## config.mk

```make
export PLATFORM = sky130hd
export DESIGN_NAME = gip_rf_wb_ctl_flat
export DESIGN_NICKNAME = d
export VERILOG_FILES = /design/src/rtl/gip_rf_wb_ctl_pkg.sv /design/src/rtl/gip_rf_wb_ctl_if.sv /design/src/rtl/gip_rf_wb_fifo.sv /design/src/rtl/gip_rf_wb_ctl.sv /design/src/flat_wrapper.sv
export SDC_FILE = /design/constraint.sdc
export NUM_CORES = 1
export LEC_CHECK = 0
export BUFFER_PORTS_ARGS = -buffer_cell sky130_fd_sc_hd__buf_2
export CAP_MARGIN = 10
export CORE_MARGIN = 2
export CORE_UTILIZATION = 44
export CTS_CLUSTER_DIAMETER = 60
export DETAILED_ROUTE_END_ITERATION = 6
export PLACE_DENSITY_LB_ADDON = 0.25
export RECOVER_POWER = 100
export SYNTH_ARGS = -nofsm -noshare
export SYNTH_HDL_FRONTEND = slang
export SYNTH_SLANG_ARGS = --single-unit
```

## constraint.sdc

```tcl
create_clock -name rf_clock -period 12.3 [get_ports rf_clock]
set_input_delay 0.615 -clock rf_clock [delete_from_list [all_inputs] [get_ports rf_clock]]
set_output_delay 0.615 -clock rf_clock [all_outputs]
set_load 0.1 [all_outputs]
```

## src/rtl/gip_rf_wb_ctl_pkg.sv

```systemverilog
// Shared definitions for the register-file write-back controller.
// Holds the register-file geometry, the write-back FIFO entry layout and
// the default FIFO depth.
package gip_rf_wb_ctl_pkg;

    localparam int RF_ADDR_W      = 5;
    localparam int RF_DATA_W      = 32;
    localparam int RF_REGS        = 1 << RF_ADDR_W;
    localparam int FIFO_DEPTH_DEF = 4;

    // live is cleared when a newer ALU write to the same register overtakes
    // the queued load, or when the slot is freed.
    typedef struct packed {
        logic [RF_ADDR_W-1:0] addr;
        logic [RF_DATA_W-1:0] data;
        logic                 live;
    } wb_entry_t;

endpackage

```

## src/rtl/gip_rf_wb_ctl_if.sv

```systemverilog
// Bus bundle between the pipeline / register file and the write-back
// controller.
//   alu_wb_*    : ALU write-back request (no backpressure)
//   mem_wb_*    : memory load write-back, valid/ready handshake
//   rf_wr_*     : register file write port
//   rd_addr, rf_rd_data, rd_data : read path with forwarding
//   pending     : per-register in-flight scoreboard
// master = pipeline/register-file side, slave = controller.
interface gip_rf_wb_ctl_if;
    import gip_rf_wb_ctl_pkg::*;

    logic                 alu_wb_valid;
    logic [RF_ADDR_W-1:0] alu_wb_addr;
    logic [RF_DATA_W-1:0] alu_wb_data;
    logic                 mem_wb_valid;
    logic [RF_ADDR_W-1:0] mem_wb_addr;
    logic [RF_DATA_W-1:0] mem_wb_data;
    logic                 mem_wb_ready;
    logic                 rf_wr_enable;
    logic [RF_ADDR_W-1:0] rf_wr_addr;
    logic [RF_DATA_W-1:0] rf_wr_data;
    logic [RF_ADDR_W-1:0] rd_addr;
    logic [RF_DATA_W-1:0] rf_rd_data;
    logic [RF_DATA_W-1:0] rd_data;
    logic [RF_REGS-1:0]   pending;

    modport master (
        output alu_wb_valid, alu_wb_addr, alu_wb_data,
        output mem_wb_valid, mem_wb_addr, mem_wb_data,
        input  mem_wb_ready,
        input  rf_wr_enable, rf_wr_addr, rf_wr_data,
        output rd_addr, rf_rd_data,
        input  rd_data, pending
    );

    modport slave (
        input  alu_wb_valid, alu_wb_addr, alu_wb_data,
        input  mem_wb_valid, mem_wb_addr, mem_wb_data,
        output mem_wb_ready,
        output rf_wr_enable, rf_wr_addr, rf_wr_data,
        input  rd_addr, rf_rd_data,
        output rd_data, pending
    );

endinterface

```

## src/rtl/gip_rf_wb_fifo.sv

```systemverilog
// Memory write-back FIFO.
// Ports: rf_clock/rf_reset; push_* enqueue (ignored when full); pop frees
// the head (ignored when empty); kill_* clears the live bit of every queued
// entry with a matching address; fwd_addr searches for the newest live
// match (fwd_hit/fwd_data); live_mask flags registers with a live entry;
// head is the oldest entry.
module gip_rf_wb_fifo
    import gip_rf_wb_ctl_pkg::*;
#(
    parameter int DEPTH = FIFO_DEPTH_DEF,
    parameter int PTR_W = 2
) (
    input  logic                 rf_clock,
    input  logic                 rf_reset,
    input  logic                 push,
    input  logic [RF_ADDR_W-1:0] push_addr,
    input  logic [RF_DATA_W-1:0] push_data,
    input  logic                 pop,
    input  logic                 kill_valid,
    input  logic [RF_ADDR_W-1:0] kill_addr,
    input  logic [RF_ADDR_W-1:0] fwd_addr,
    output logic                 full,
    output logic                 empty,
    output wb_entry_t            head,
    output logic                 fwd_hit,
    output logic [RF_DATA_W-1:0] fwd_data,
    output logic [RF_REGS-1:0]   live_mask
);

    wb_entry_t        mem [DEPTH];
    logic [PTR_W-1:0] rd_ptr;
    logic [PTR_W-1:0] wr_ptr;
    logic [PTR_W:0]   count;
    logic             do_push;
    logic             do_pop;

    assign full    = (count == (PTR_W+1)'(DEPTH));
    assign empty   = (count == '0);
    assign do_push = push & ~full;
    assign do_pop  = pop & ~empty;
    assign head    = mem[rd_ptr];

    always_ff @(posedge rf_clock or negedge rf_reset) begin
        if (!rf_reset) begin
            rd_ptr <= '0;
            wr_ptr <= '0;
            count  <= '0;
            for (int i = 0; i < DEPTH; i++) mem[i] <= '0;
        end else begin
            // Kill only touches entries already queued; a same-cycle push
            // overwrites its (empty) slot below and stays live.
            if (kill_valid) begin
                for (int i = 0; i < DEPTH; i++) begin
                    if (mem[i].addr == kill_addr) mem[i].live <= 1'b0;
                end
            end
            // Freed slots keep live=0 so live_mask and forwarding need no
            // occupancy qualification.
            if (do_pop) begin
                mem[rd_ptr].live <= 1'b0;
                rd_ptr           <= rd_ptr + 1'b1;
            end
            if (do_push) begin
                mem[wr_ptr] <= '{addr: push_addr, data: push_data, live: 1'b1};
                wr_ptr      <= wr_ptr + 1'b1;
            end
            case ({do_push, do_pop})
                2'b10:   count <= count + 1'b1;
                2'b01:   count <= count - 1'b1;
                default: count <= count;
            endcase
        end
    end

    // Walk oldest to newest so the last match wins.
    always_comb begin
        logic [PTR_W-1:0] idx;
        idx       = '0;
        fwd_hit   = 1'b0;
        fwd_data  = '0;
        live_mask = '0;
        for (int k = 0; k < DEPTH; k++) begin
            idx = rd_ptr + PTR_W'(k);
            if (mem[idx].live && (mem[idx].addr == fwd_addr)) begin
                fwd_hit  = 1'b1;
                fwd_data = mem[idx].data;
            end
        end
        for (int i = 0; i < DEPTH; i++) begin
            if (mem[i].live) live_mask[mem[i].addr] = 1'b1;
        end
    end

endmodule

```

## src/rtl/gip_rf_wb_ctl.sv

```systemverilog
// Register-file write-back controller.
// Ports: rf_clock, rf_reset (async, active-low) and the slave side of
// gip_rf_wb_ctl_if. ALU results take the write port whenever present;
// otherwise the memory FIFO head drains. Read data is forwarded from the
// FIFO and the output stage, and pending flags every in-flight write.
module gip_rf_wb_ctl
    import gip_rf_wb_ctl_pkg::*;
#(
    parameter int FIFO_DEPTH = FIFO_DEPTH_DEF,
    parameter int FIFO_PTR_W = 2
) (
    input  logic            rf_clock,
    input  logic            rf_reset,
    gip_rf_wb_ctl_if.slave  bus
);

    logic                 full;
    logic                 empty;
    logic                 push;
    logic                 pop;
    wb_entry_t            head;
    logic                 fwd_hit;
    logic [RF_DATA_W-1:0] fwd_data;
    logic [RF_REGS-1:0]   live_mask;

    logic                 wr_en_q;
    logic [RF_ADDR_W-1:0] wr_addr_q;
    logic [RF_DATA_W-1:0] wr_data_q;

    assign bus.mem_wb_ready = ~full;
    assign push             = bus.mem_wb_valid & ~full;
    assign pop              = ~bus.alu_wb_valid & ~empty;

    gip_rf_wb_fifo #(
        .DEPTH (FIFO_DEPTH),
        .PTR_W (FIFO_PTR_W)
    ) u_fifo (
        .rf_clock   (rf_clock),
        .rf_reset   (rf_reset),
        .push       (push),
        .push_addr  (bus.mem_wb_addr),
        .push_data  (bus.mem_wb_data),
        .pop        (pop),
        .kill_valid (bus.alu_wb_valid),
        .kill_addr  (bus.alu_wb_addr),
        .fwd_addr   (bus.rd_addr),
        .full       (full),
        .empty      (empty),
        .head       (head),
        .fwd_hit    (fwd_hit),
        .fwd_data   (fwd_data),
        .live_mask  (live_mask)
    );

    always_ff @(posedge rf_clock or negedge rf_reset) begin
        if (!rf_reset) begin
            wr_en_q   <= 1'b0;
            wr_addr_q <= '0;
            wr_data_q <= '0;
        end else if (bus.alu_wb_valid) begin
            wr_en_q   <= 1'b1;
            wr_addr_q <= bus.alu_wb_addr;
            wr_data_q <= bus.alu_wb_data;
        end else if (pop) begin
            // A killed entry still drains through here, just without enable.
            wr_en_q   <= head.live;
            wr_addr_q <= head.addr;
            wr_data_q <= head.data;
        end else begin
            wr_en_q   <= 1'b0;
        end
    end

    assign bus.rf_wr_enable = wr_en_q;
    assign bus.rf_wr_addr   = wr_addr_q;
    assign bus.rf_wr_data   = wr_data_q;

    // A live FIFO entry is always younger than the output stage: any older
    // entry would have been killed by the ALU write now in the output stage.
    always_comb begin
        if (fwd_hit)
            bus.rd_data = fwd_data;
        else if (wr_en_q && (wr_addr_q == bus.rd_addr))
            bus.rd_data = wr_data_q;
        else
            bus.rd_data = bus.rf_rd_data;
    end

    assign bus.pending = live_mask | ({RF_REGS{wr_en_q}} & (RF_REGS'(1) << wr_addr_q));

endmodule
```

## src/flat_wrapper.sv

```systemverilog
// flat-port wrapper written by rule: the top's interface ports become plain ports
module gip_rf_wb_ctl_flat import gip_rf_wb_ctl_pkg::*;
#(
    parameter int FIFO_DEPTH = FIFO_DEPTH_DEF,
    parameter int FIFO_PTR_W = 2
)
  (rf_clock, rf_reset, bus_alu_wb_valid, bus_alu_wb_addr, bus_alu_wb_data, bus_mem_wb_valid, bus_mem_wb_addr, bus_mem_wb_data, bus_mem_wb_ready, bus_rf_wr_enable, bus_rf_wr_addr, bus_rf_wr_data, bus_rd_addr, bus_rf_rd_data, bus_rd_data, bus_pending);
  gip_rf_wb_ctl_if bus_i ();
  input  logic rf_clock;
  input  logic rf_reset;
  input wire logic [$bits(bus_i.alu_wb_valid)-1:0] bus_alu_wb_valid;
  input wire logic [$bits(bus_i.alu_wb_addr)-1:0] bus_alu_wb_addr;
  input wire logic [$bits(bus_i.alu_wb_data)-1:0] bus_alu_wb_data;
  input wire logic [$bits(bus_i.mem_wb_valid)-1:0] bus_mem_wb_valid;
  input wire logic [$bits(bus_i.mem_wb_addr)-1:0] bus_mem_wb_addr;
  input wire logic [$bits(bus_i.mem_wb_data)-1:0] bus_mem_wb_data;
  output wire logic [$bits(bus_i.mem_wb_ready)-1:0] bus_mem_wb_ready;
  output wire logic [$bits(bus_i.rf_wr_enable)-1:0] bus_rf_wr_enable;
  output wire logic [$bits(bus_i.rf_wr_addr)-1:0] bus_rf_wr_addr;
  output wire logic [$bits(bus_i.rf_wr_data)-1:0] bus_rf_wr_data;
  input wire logic [$bits(bus_i.rd_addr)-1:0] bus_rd_addr;
  input wire logic [$bits(bus_i.rf_rd_data)-1:0] bus_rf_rd_data;
  output wire logic [$bits(bus_i.rd_data)-1:0] bus_rd_data;
  output wire logic [$bits(bus_i.pending)-1:0] bus_pending;
  assign bus_i.alu_wb_valid = bus_alu_wb_valid;
  assign bus_i.alu_wb_addr = bus_alu_wb_addr;
  assign bus_i.alu_wb_data = bus_alu_wb_data;
  assign bus_i.mem_wb_valid = bus_mem_wb_valid;
  assign bus_i.mem_wb_addr = bus_mem_wb_addr;
  assign bus_i.mem_wb_data = bus_mem_wb_data;
  assign bus_mem_wb_ready = bus_i.mem_wb_ready;
  assign bus_rf_wr_enable = bus_i.rf_wr_enable;
  assign bus_rf_wr_addr = bus_i.rf_wr_addr;
  assign bus_rf_wr_data = bus_i.rf_wr_data;
  assign bus_i.rd_addr = bus_rd_addr;
  assign bus_i.rf_rd_data = bus_rf_rd_data;
  assign bus_rd_data = bus_i.rd_data;
  assign bus_pending = bus_i.pending;
  gip_rf_wb_ctl #(.FIFO_DEPTH(FIFO_DEPTH), .FIFO_PTR_W(FIFO_PTR_W)) u_core (.rf_clock(rf_clock), .rf_reset(rf_reset), .bus(bus_i));
endmodule
```

After elaboration in Yosys (flattened, before gate mapping)
Index checks and enable logic that the tools add are counted.
- flip-flop bits (word level): 197
- input bits: 115
- memories: 0
- memory bits (writable): 0
- logic and storage cells: 140
- memory bits (read-only): 0
- bits in latches: 0
- eq/ne operators: 12
- multipliers: 0
- shift operators: 1
- muxes and demuxes: 57
- div/mod/pow operators: 0
- add/subtract/negate cells: 6
- reduce and logical (&&, ||, !) cells: 14
- bitwise logic cells: 17
- $lt $le $gt $ge: 15
- operator list (operator ; count):
    2-to-1 mux 32 bit ; 12
    2-to-1 mux 38 bit ; 9
    binary-select mux 38 bit (select 2 bit) ; 4
    bitwise mux 152 bit ; 2
    2-to-1 mux 152 bit ; 2
    demux 38 bit (select 2 bit) ; 2
    OR 32 bit ; 4
    == test 5 bit ; 9
    AND 32 bit ; 1
    left shift 1 x 5 -> 32 bit (first input constant) ; 1
    < comparator 5 x 6 -> 1 bit (second input constant) ; 4
    demux 1 bit (select 5 bit) ; 4
    >= comparator 5 x 1 -> 1 bit (second input constant) ; 4
    2-to-1 mux 1 bit ; 19
    >= comparator 3 bit (second input constant) ; 5
    inverter 2 -> 3 bit ; 5
    logical AND 1 bit ; 11
    2-to-1 mux 5 bit ; 2
    < comparator 3 x 1 -> 1 bit (second input constant) ; 2
    case mux 3 bit (2 select lines) ; 1
    adder 2 x 1 -> 2 bit (second input constant) ; 2
    adder 2 bit (second input constant) ; 2
    AND 1 bit ; 4
    nonzero test 2 bit ; 2
    7 further kinds ; 9

Depth between registers and ports, before layout
Gate-level depths: netlist (run 1).
- depth after elaboration: 12
- depth in mapped cells: 16
- depth with buffers taken out: 10

Cells and area by module
A second synthesis (run 1) with hierarchy kept.
- cell total of the unflattened synthesis: 1402
- area total of the unflattened synthesis: 15481.1 um2
- modules (own cells, without submodules) (module ; area an instance (um2) ; cells each ; instances):
    gip_rf_wb_fifo ; 12419.4 ; 1103 ; 1
    gip_rf_wb_ctl ; 3061.7 ; 299 ; 1

Worst setup path after synthesis (run 1)
OpenSTA, ideal clock, no wires.
- kind: reg2out
- start point: reg u_core.u_fifo.rd_ptr[1]
- end point: out bus_rd_data[10]
- path slack: 6.775 ns
- data required time: 11.685 ns
- path buffers: 7
- arrival time: 4.910 ns
- stages on the path, launching flop included: 16
- cells stage by stage: dfrtp_1 buf_6 buf_2 clkbuf_1 buf_1 inv_1 ha_1 buf_2 mux2_2 o21ai_0 o22a_1 a211oi_2 buf_4 nand3b_1 dlygate4sd1_1 o22ai_1
- longest elaborated chain between the ends: 11
- RTL lines (item ; RTL line ; text):
    from (decl) ; gip_rf_wb_fifo.sv:31 ; logic [PTR_W-1:0] rd_ptr;
    from (signal assigned) ; gip_rf_wb_fifo.sv:61 ; rd_ptr <= rd_ptr + 1'b1;
    adder 2 x 1 -> 2 bit / inverter 2 -> 3 bit (equally long branches) ; gip_rf_wb_fifo.sv:83, gip_rf_wb_fifo.sv:84, gip_rf_wb_fifo.sv:86 ;
    inverter 2 -> 3 bit (not written as such) / binary-select mux 38 bit (select 2 bit) (equally long branches) ; gip_rf_wb_fifo.sv:84, gip_rf_wb_fifo.sv:86 ;
    binary-select mux 38 bit (select 2 bit) / 2-to-1 mux 38 bit (equally long branches) ; gip_rf_wb_fifo.sv:84, gip_rf_wb_fifo.sv:86 ;
    2-to-1 mux 38 bit (not written as such) ; gip_rf_wb_fifo.sv:86 ; fwd_data = mem[idx].data;
    2-to-1 mux 38 bit (not written as such) / == test 5 bit (equally long branches) ; gip_rf_wb_fifo.sv:86, gip_rf_wb_fifo.sv:84 ;
    == test 5 bit / logical AND 1 bit (equally long branches) ; gip_rf_wb_fifo.sv:84 ; if (mem[idx].live && (mem[idx].addr == fwd_addr)) begin
    logical AND 1 bit, or another cell as far along ; gip_rf_wb_fifo.sv:84 ;
    2-to-1 mux 32 bit / 2-to-1 mux 1 bit (equally long branches) (3 in a row) ; gip_rf_wb_fifo.sv:84 ;
    2-to-1 mux 32 bit (*) ; gip_rf_wb_ctl.sv:81 ; if (fwd_hit)
    to (decl) ; flat_wrapper.sv:23 ; output wire logic [$bits(bus_i.rd_data)-1:0] bus_rd_data;
Every way passes the cells marked *; elsewhere a longest branch is shown, timed or not. The select of a mux whose other input is x is not followed.

Worst setup path after layout (run 1)
- start point: reg u_core.u_fifo.rd_ptr[0]
- end point: out bus_rd_data[14]
The elaborated chain is that of the path after synthesis.

==> flow_summary.json, run 1 <==
{
  "grt_overflow_total": 0,
  "syn_to_final_growth_pct": 11.11,
  "fp.dieArea_um2": 35580,
  "status": "finished with violations",
  "ant_nets": 0,
  "seq_area_frac_synth_pct": 32.87,
  "grt_pass1_wl_um": 68630,
  "clock_sinks": 197,
  "htree_levels": 4,
  "vias_per_cell": 6.437,
  "min_path_type": "in2reg",
  "crit_path_start_kind": "flop",
  "ys_ff_latch": 197,
  "drive_gt1_share_pct": 38.25,
  "drt_pass1_iterations": 5,
  "ctsHoldBuffers": 0,
  "grt_setup_unrepaired": "no",
  "synth_top_cell_by_area": "dfrtp_1",
  "critPathKind": "reg2out",
  "cp_max_fo": 71,
  "synth.area.top_cells": "dfrtp_1, mux4_2, mux2_2, mux2i_1, a221oi_2",
  "arrival_ns": 7.85,
  "dp_hpwl_um": 28300,
  "synth_top_area_share_pct": 32.87,
  "die_w_um": 188.6,
  "yosys_warnings": 0,
  "final.setup_skew_ns": 0.01365,
  "grt_pass1_vias": 11910,
  "stdcell_area_um2": 16670,
  "synth_cell_types": 48,
  "synth_nets": 1368,
  "synth_edf_count": 0,
  "avgRoutedWirePerCell_um": 23.97,
  "final_common_cell": "dfrtp_1",
  "fin_crit_sh_pct": 68.81,
  "pin_count": 218,
  "fmax_mhz": 118.1,
  "finalHoldViolCount": 0,
  "postCtsSetupBuffers": 0,
  "post_dp_cell_area_um2": 16240,
  "synth_area_per_cell_um2": 12.07,
  "ctsResizeCount": 0,
  "grt_use_total_pct": 24.85,
  "clk_path_buf_depth": 2,
  "cts-root-buf": "clkbuf_16",
  "numCtsBuffers": 17,
  "finalSetupTns_ns": 0,
  "chipHeight_um": 188.6,
  "layout_common_cells": "dfrtp_1, mux2_2, buf_2, mux4_2, clkbuf_1",
  "tightest_slew_ns": 5.371,
  "fillers": 3120,
  "vias": 11810,
  "fp-row-count": 67,
  "drcViolationCount": 0,
  "async_flop_share_pct": 100.0,
  "place_congestion": 0.8674,
  "grt_max_degree": 95,
  "cp_data_required_time_ns": 11.69,
  "fin_hold_ws_ns": 0.3749,
  "worstSkewPairLatency_ns": 0.45,
  "setup_viol": 0,
  "core_area_um2": 33530,
  "antenna_found_initial": 2,
  "pre_cts_slack_ns": 6.870,
  "worstSetupEndpointType": "output pin",
  "synthesis.area_um2": 15000,
  "start_util_pct": 44.73,
  "finalCriticalPeriod_ns": 8.464,
  "drv_slew": 393,
  "cts_tree": "built",
  "violations": "max-capacitance violations, max-slew violations",
  "max_cap_violations": 8,
  "timing.slew.headroom_pct": -258.1,
  "io_buffers": 217,
  "drt_iter0_markers": 1045,
  "syn_inst": 1243,
  "synth_flop_cell": "dfrtp_1",
  "setup_ws_ns": 3.836,
  "wl_um": 43960,
  "clk_pin_slew_ns": 0.08,
  "nets": 1495
}
-- metrics by stage --
| stage | utilization [%] | std cells |
|---|---|---|
| after detailed placement | 48.43 | 1799 |
| after floorplan | - | 1243 |
| after CTS | 50.08 | 1831 |
| after global routing | 49.69 | 1832 |
| final | 49.70 | 1834 |
| after global placement | 48.43 | 1799 |
-- routing by layer --
layer / global-route usage, % / wire [µm]
met3: 5.252 / 3368
met5: 0 / 0
met1: 33.94 / 18790
met2: 40.26 / 20950
met4: 6.821 / 842
-- state kept, by name (all words and copies together), names as in the netlist --
name / cells
u_core.u_fifo.mem: 152
u_core.bus.rf_wr_data: 32
u_core.bus.rf_wr_addr: 5
u_core.u_fifo.count: 3
u_core.bus.rf_wr_enable: 1
u_core.u_fifo.rd_ptr: 2
u_core.u_fifo.wr_ptr: 2
-- synthesized netlist by cell type (2+ instances only) --
library cell and n:
a21o_1 33, o22ai_1 50, buf_1 16, buf_4 2, mux2_2 155, a221oi_2 31, dfrtp_1 197, nor3_1 7
and2_1 5, a32oi_1 7, or2_2 5, ha_1 9, buf_6 10, nor2_1 36, and3_1 5, inv_1 10
xnor2_1 15, nand3_1 32, mux2i_1 74, nand4b_1 3, nor4_1 6, clkbuf_1 75, o21ai_0 42, buf_2 22
mux4_2 142, nand2_1 74, a22oi_1 31, nand3b_1 13, nor2b_1 40, a21oi_1 6, xor2_1 35, o221ai_1 14
a211o_1 2, nor3b_1 14, mux4_1 4, nand2b_1 9
-- final timing paths --
check / slack (ns) / end / cells past startpoint / startpoint
max reg2reg: 6.95 / u_core.bus.rf_wr_data[1] / 4 / u_core.u_fifo.rd_ptr[0]
max: 3.84 / bus_rd_data[14] / 8 / u_core.u_fifo.rd_ptr[0]
min in group asynchronous: 2.12 / u_core.bus.rf_wr_data[22] / 1 / rf_reset
min reg2reg: 0.50 / u_core.u_fifo.count[2] / 1 / u_core.u_fifo.count[2]
max in group asynchronous: 5.46 / u_core.u_fifo.mem[46] / 3 / rf_reset
min: 0.37 / u_core.bus.rf_wr_data[5] / 3 / bus_alu_wb_data[5]
-- worst max-delay path, cell delays in order, from the launching register on --
cell	delay (ns)
dfrtp_4	0.74
clkbuf_1	3.27
mux4_2	0.81
xor2_1	0.17
nor3_2	0.35
and3b_2	1.05
a221oi_1	0.25
o22ai_1	0.23
buf_2	0.45
-- kinds of logic after synthesis --
family	count (synthesis)	synth area share, %
XOR/XNOR	50	2.920
AND/OR/NAND/NOR	253	8.775
adder cells (fa/ha/maj)	10	0.8842
multiplexers	375	38.60
AO/OA/AOI/OAI	222	11.79
flip-flops	197	32.87
buffers and inverters	136	4.171
-- area by class of cell --
cell class / count / area (µm²) / share of cell area [%]
Sequential cell: 197 / 4937 / 29.62
Clock inverter: 11 / 93.84 / 0.5631
Timing Repair Buffer: 234 / 1097 / 6.584
Antenna cell: 3 / 7.507 / 0.04505
Clock buffer: 21 / 460.4 / 2.763
Tap cell: 448 / 560.5 / 3.363
Inverter: 10 / 37.54 / 0.2252
Multi-Input combinational cell: 910 / 9472 / 56.83
Power of run 1 is left out: the tool's default activity adds up to more than one toggle a clock period on the data nets, which glitch-free logic cannot reach.
==> inputs of run 2 (changes only) <==
==> constraint.sdc (replaced) <==
create_clock -name rf_clock -period 8.5 [get_ports rf_clock]
set_input_delay 0.425 -clock rf_clock [delete_from_list [all_inputs] [get_ports rf_clock]]
set_output_delay 0.425 -clock rf_clock [all_outputs]
set_load 0.1 [all_outputs]
==> run 2 against run 1 <==
Net effect: clock-buffer cell count decreased by 4; cell area increased by 0.25%; worst hold slack got worse by 0.27 ns; sequential cell count unchanged; largest cell class unchanged; worst setup slack got worse by 2.4 ns; critical endpoint is now bus_rd_data[31]; register-to-register slack got worse by 3.7 ns; non-clock buffer count decreased by 1; the flow still finishes with violations (max-capacitance violations, max-slew violations); clock skew decreased by 0.0054 ns.
==> flow_summary.json, run 2 (synthesis gave the netlist of run 1 again) <==
{
  "status": "finished with violations",
  "violations": "max-capacitance violations, max-slew violations",
  "grt_use_total_pct": 24.89,
  "clk_pin_slew_ns": 0.08,
  "antenna_found_initial": 4,
  "rr_worst_depth": 9,
  "critPathKind": "reg2out",
  "top_register": "u_core.u_fifo.mem",
  "drv_slew": 331,
  "grt_pass1_vias": 11880,
  "core_area_um2": 33530,
  "vias": 11780,
  "die_w_um": 188.6,
  "timing.slew.headroom_pct": -187.3,
  "min_path_type": "in2async",
  "fmax_mhz": 142.4,
  "worstSkewPairLatency_ns": 0.44,
  "postCtsSetupBuffers": 0,
  "grt_setup_unrepaired": "no",
  "pin_count": 218,
  "instances_no_fill": 1832,
  "cts_tree": "built",
  "ctsHoldBuffers": 0,
  "gr-usage-met3_pct": 6.389,
  "wl_um": 43920,
  "grt_max_degree": 121,
  "finalCriticalPeriod_ns": 7.021,
  "setup_viol": 0,
  "finalSetupTns_ns": 0,
  "rrSetupSlack_ns": 3.26,
  "avgRoutedWirePerCell_um": 23.97,
  "drcViolationCount": 0,
  "layout_common_cells": "dfrtp_1, mux2_2, buf_2, mux4_2, clkbuf_1",
  "syn_to_final_growth_pct": 11.39,
  "place_congestion": 0.8929,
  "grtUsageMet2_pct": 39.37,
  "fp.dieArea_um2": 35580,
  "fin_crit_sh_pct": 82.60,
  "crit_path_start_kind": "flop",
  "final.setup_skew_ns": 0.008212,
  "ctsResizeCount": 0,
  "grtUsageMet1_pct": 33.65,
  "numCtsBuffers": 17,
  "max_cap_violations": 7,
  "start_util_pct": 44.73,
  "clock_sinks": 197,
  "ant_nets": 0,
  "drt_iter0_markers": 1230,
  "largest_register_ff_count": 152,
  "chipHeight_um": 188.6,
  "grt_overflow_total": 0,
  "fp-row-count": 67,
  "drt_pass1_iterations": 6,
  "dp_hpwl_um": 28210,
  "final_common_cell": "dfrtp_1",
  "finalHoldViolCount": 0,
  "clk_path_buf_depth": 2,
  "htree_levels": 4,
  "io_buffers": 217,
  "grt_busiest_layer": "met2",
  "drive_gt1_share_pct": 38.49,
  "nets": 1494,
  "worstSetupEndpointType": "output pin",
  "r2r-start": "u_core.u_fifo.count[1]",
  "cp_data_required_time_ns": 8.08,
  "tightest_slew_ns": 4.309,
  "fin_hold_ws_ns": 0.1004,
  "cp_max_fo": 81,
  "grt_pass1_wl_um": 68660,
  "vias_per_cell": 6.428,
  "arrival_ns": 6.60,
  "rr_endpoint": "u_core.u_fifo.count[2]",
  "dpl.cell_count": 1798,
  "cts-root-buf": "clkbuf_16"
}
[run 2: cell type report]
class	count	area, µm²
Timing Repair Buffer	233	1101
Fill cell	3106	16820
Sequential cell	197	4937
Clock buffer	17	425.4
Antenna cell	2	5.005
Multi-Input combinational cell	910	9472
Tap cell	448	560.5
Clock inverter	15	168.9
Inverter	10	37.54
[run 2: worst max-delay path by stage]
stage	from	endpoint	slack, ns	cells after the start
floorplan	u_core.u_fifo.rd_ptr[1]	bus_rd_data[10]	3.16	15
global placement	u_core.u_fifo.rd_ptr[1]	bus_rd_data[31]	2.66	11
detailed placement	u_core.u_fifo.rd_ptr[1]	bus_rd_data[31]	2.57	11
CTS	u_core.u_fifo.rd_ptr[1]	bus_rd_data[31]	2.06	11
global route	u_core.u_fifo.rd_ptr[1]	bus_rd_data[31]	0.93	11
finish	u_core.u_fifo.rd_ptr[1]	bus_rd_data[31]	1.48	11
[run 2: per-layer routing]
layer  routed length, µm  part of all wire, %  up-vias
met3                3613                  8.2       86
met4                1072                  2.4        4
met5                  27                0.061        -
li1                    -                    -     5095
met2               20510                   47      569
met1               18690                   43     6022
[run 2: critical path: stages, from the launching register on]
cell and delay, ns:
dfrtp_4 1.24, inv_1 0.27, ha_4 0.52, clkbuf_2 1.56, mux4_2 0.47, xor2_1 0.17, nor2_1 0.24, and3b_2 0.22
buf_4 0.48, a221oi_2 0.15, o22ai_1 0.30, buf_2 0.49
[run 2: metrics by stage]
stage | area, µm² | utilization, % | setup slack [ns]
after global routing | 16700 | 49.82 | 0.9263
after CTS | 16830 | 50.18 | 2.057
after detailed placement | 16230 | 48.41 | 2.569
after global placement | 16230 | 48.41 | 2.661
final | 16710 | 49.82 | 1.479
after floorplan | 15000 | - | 3.165
Power of run 2 is left out for the same reason.
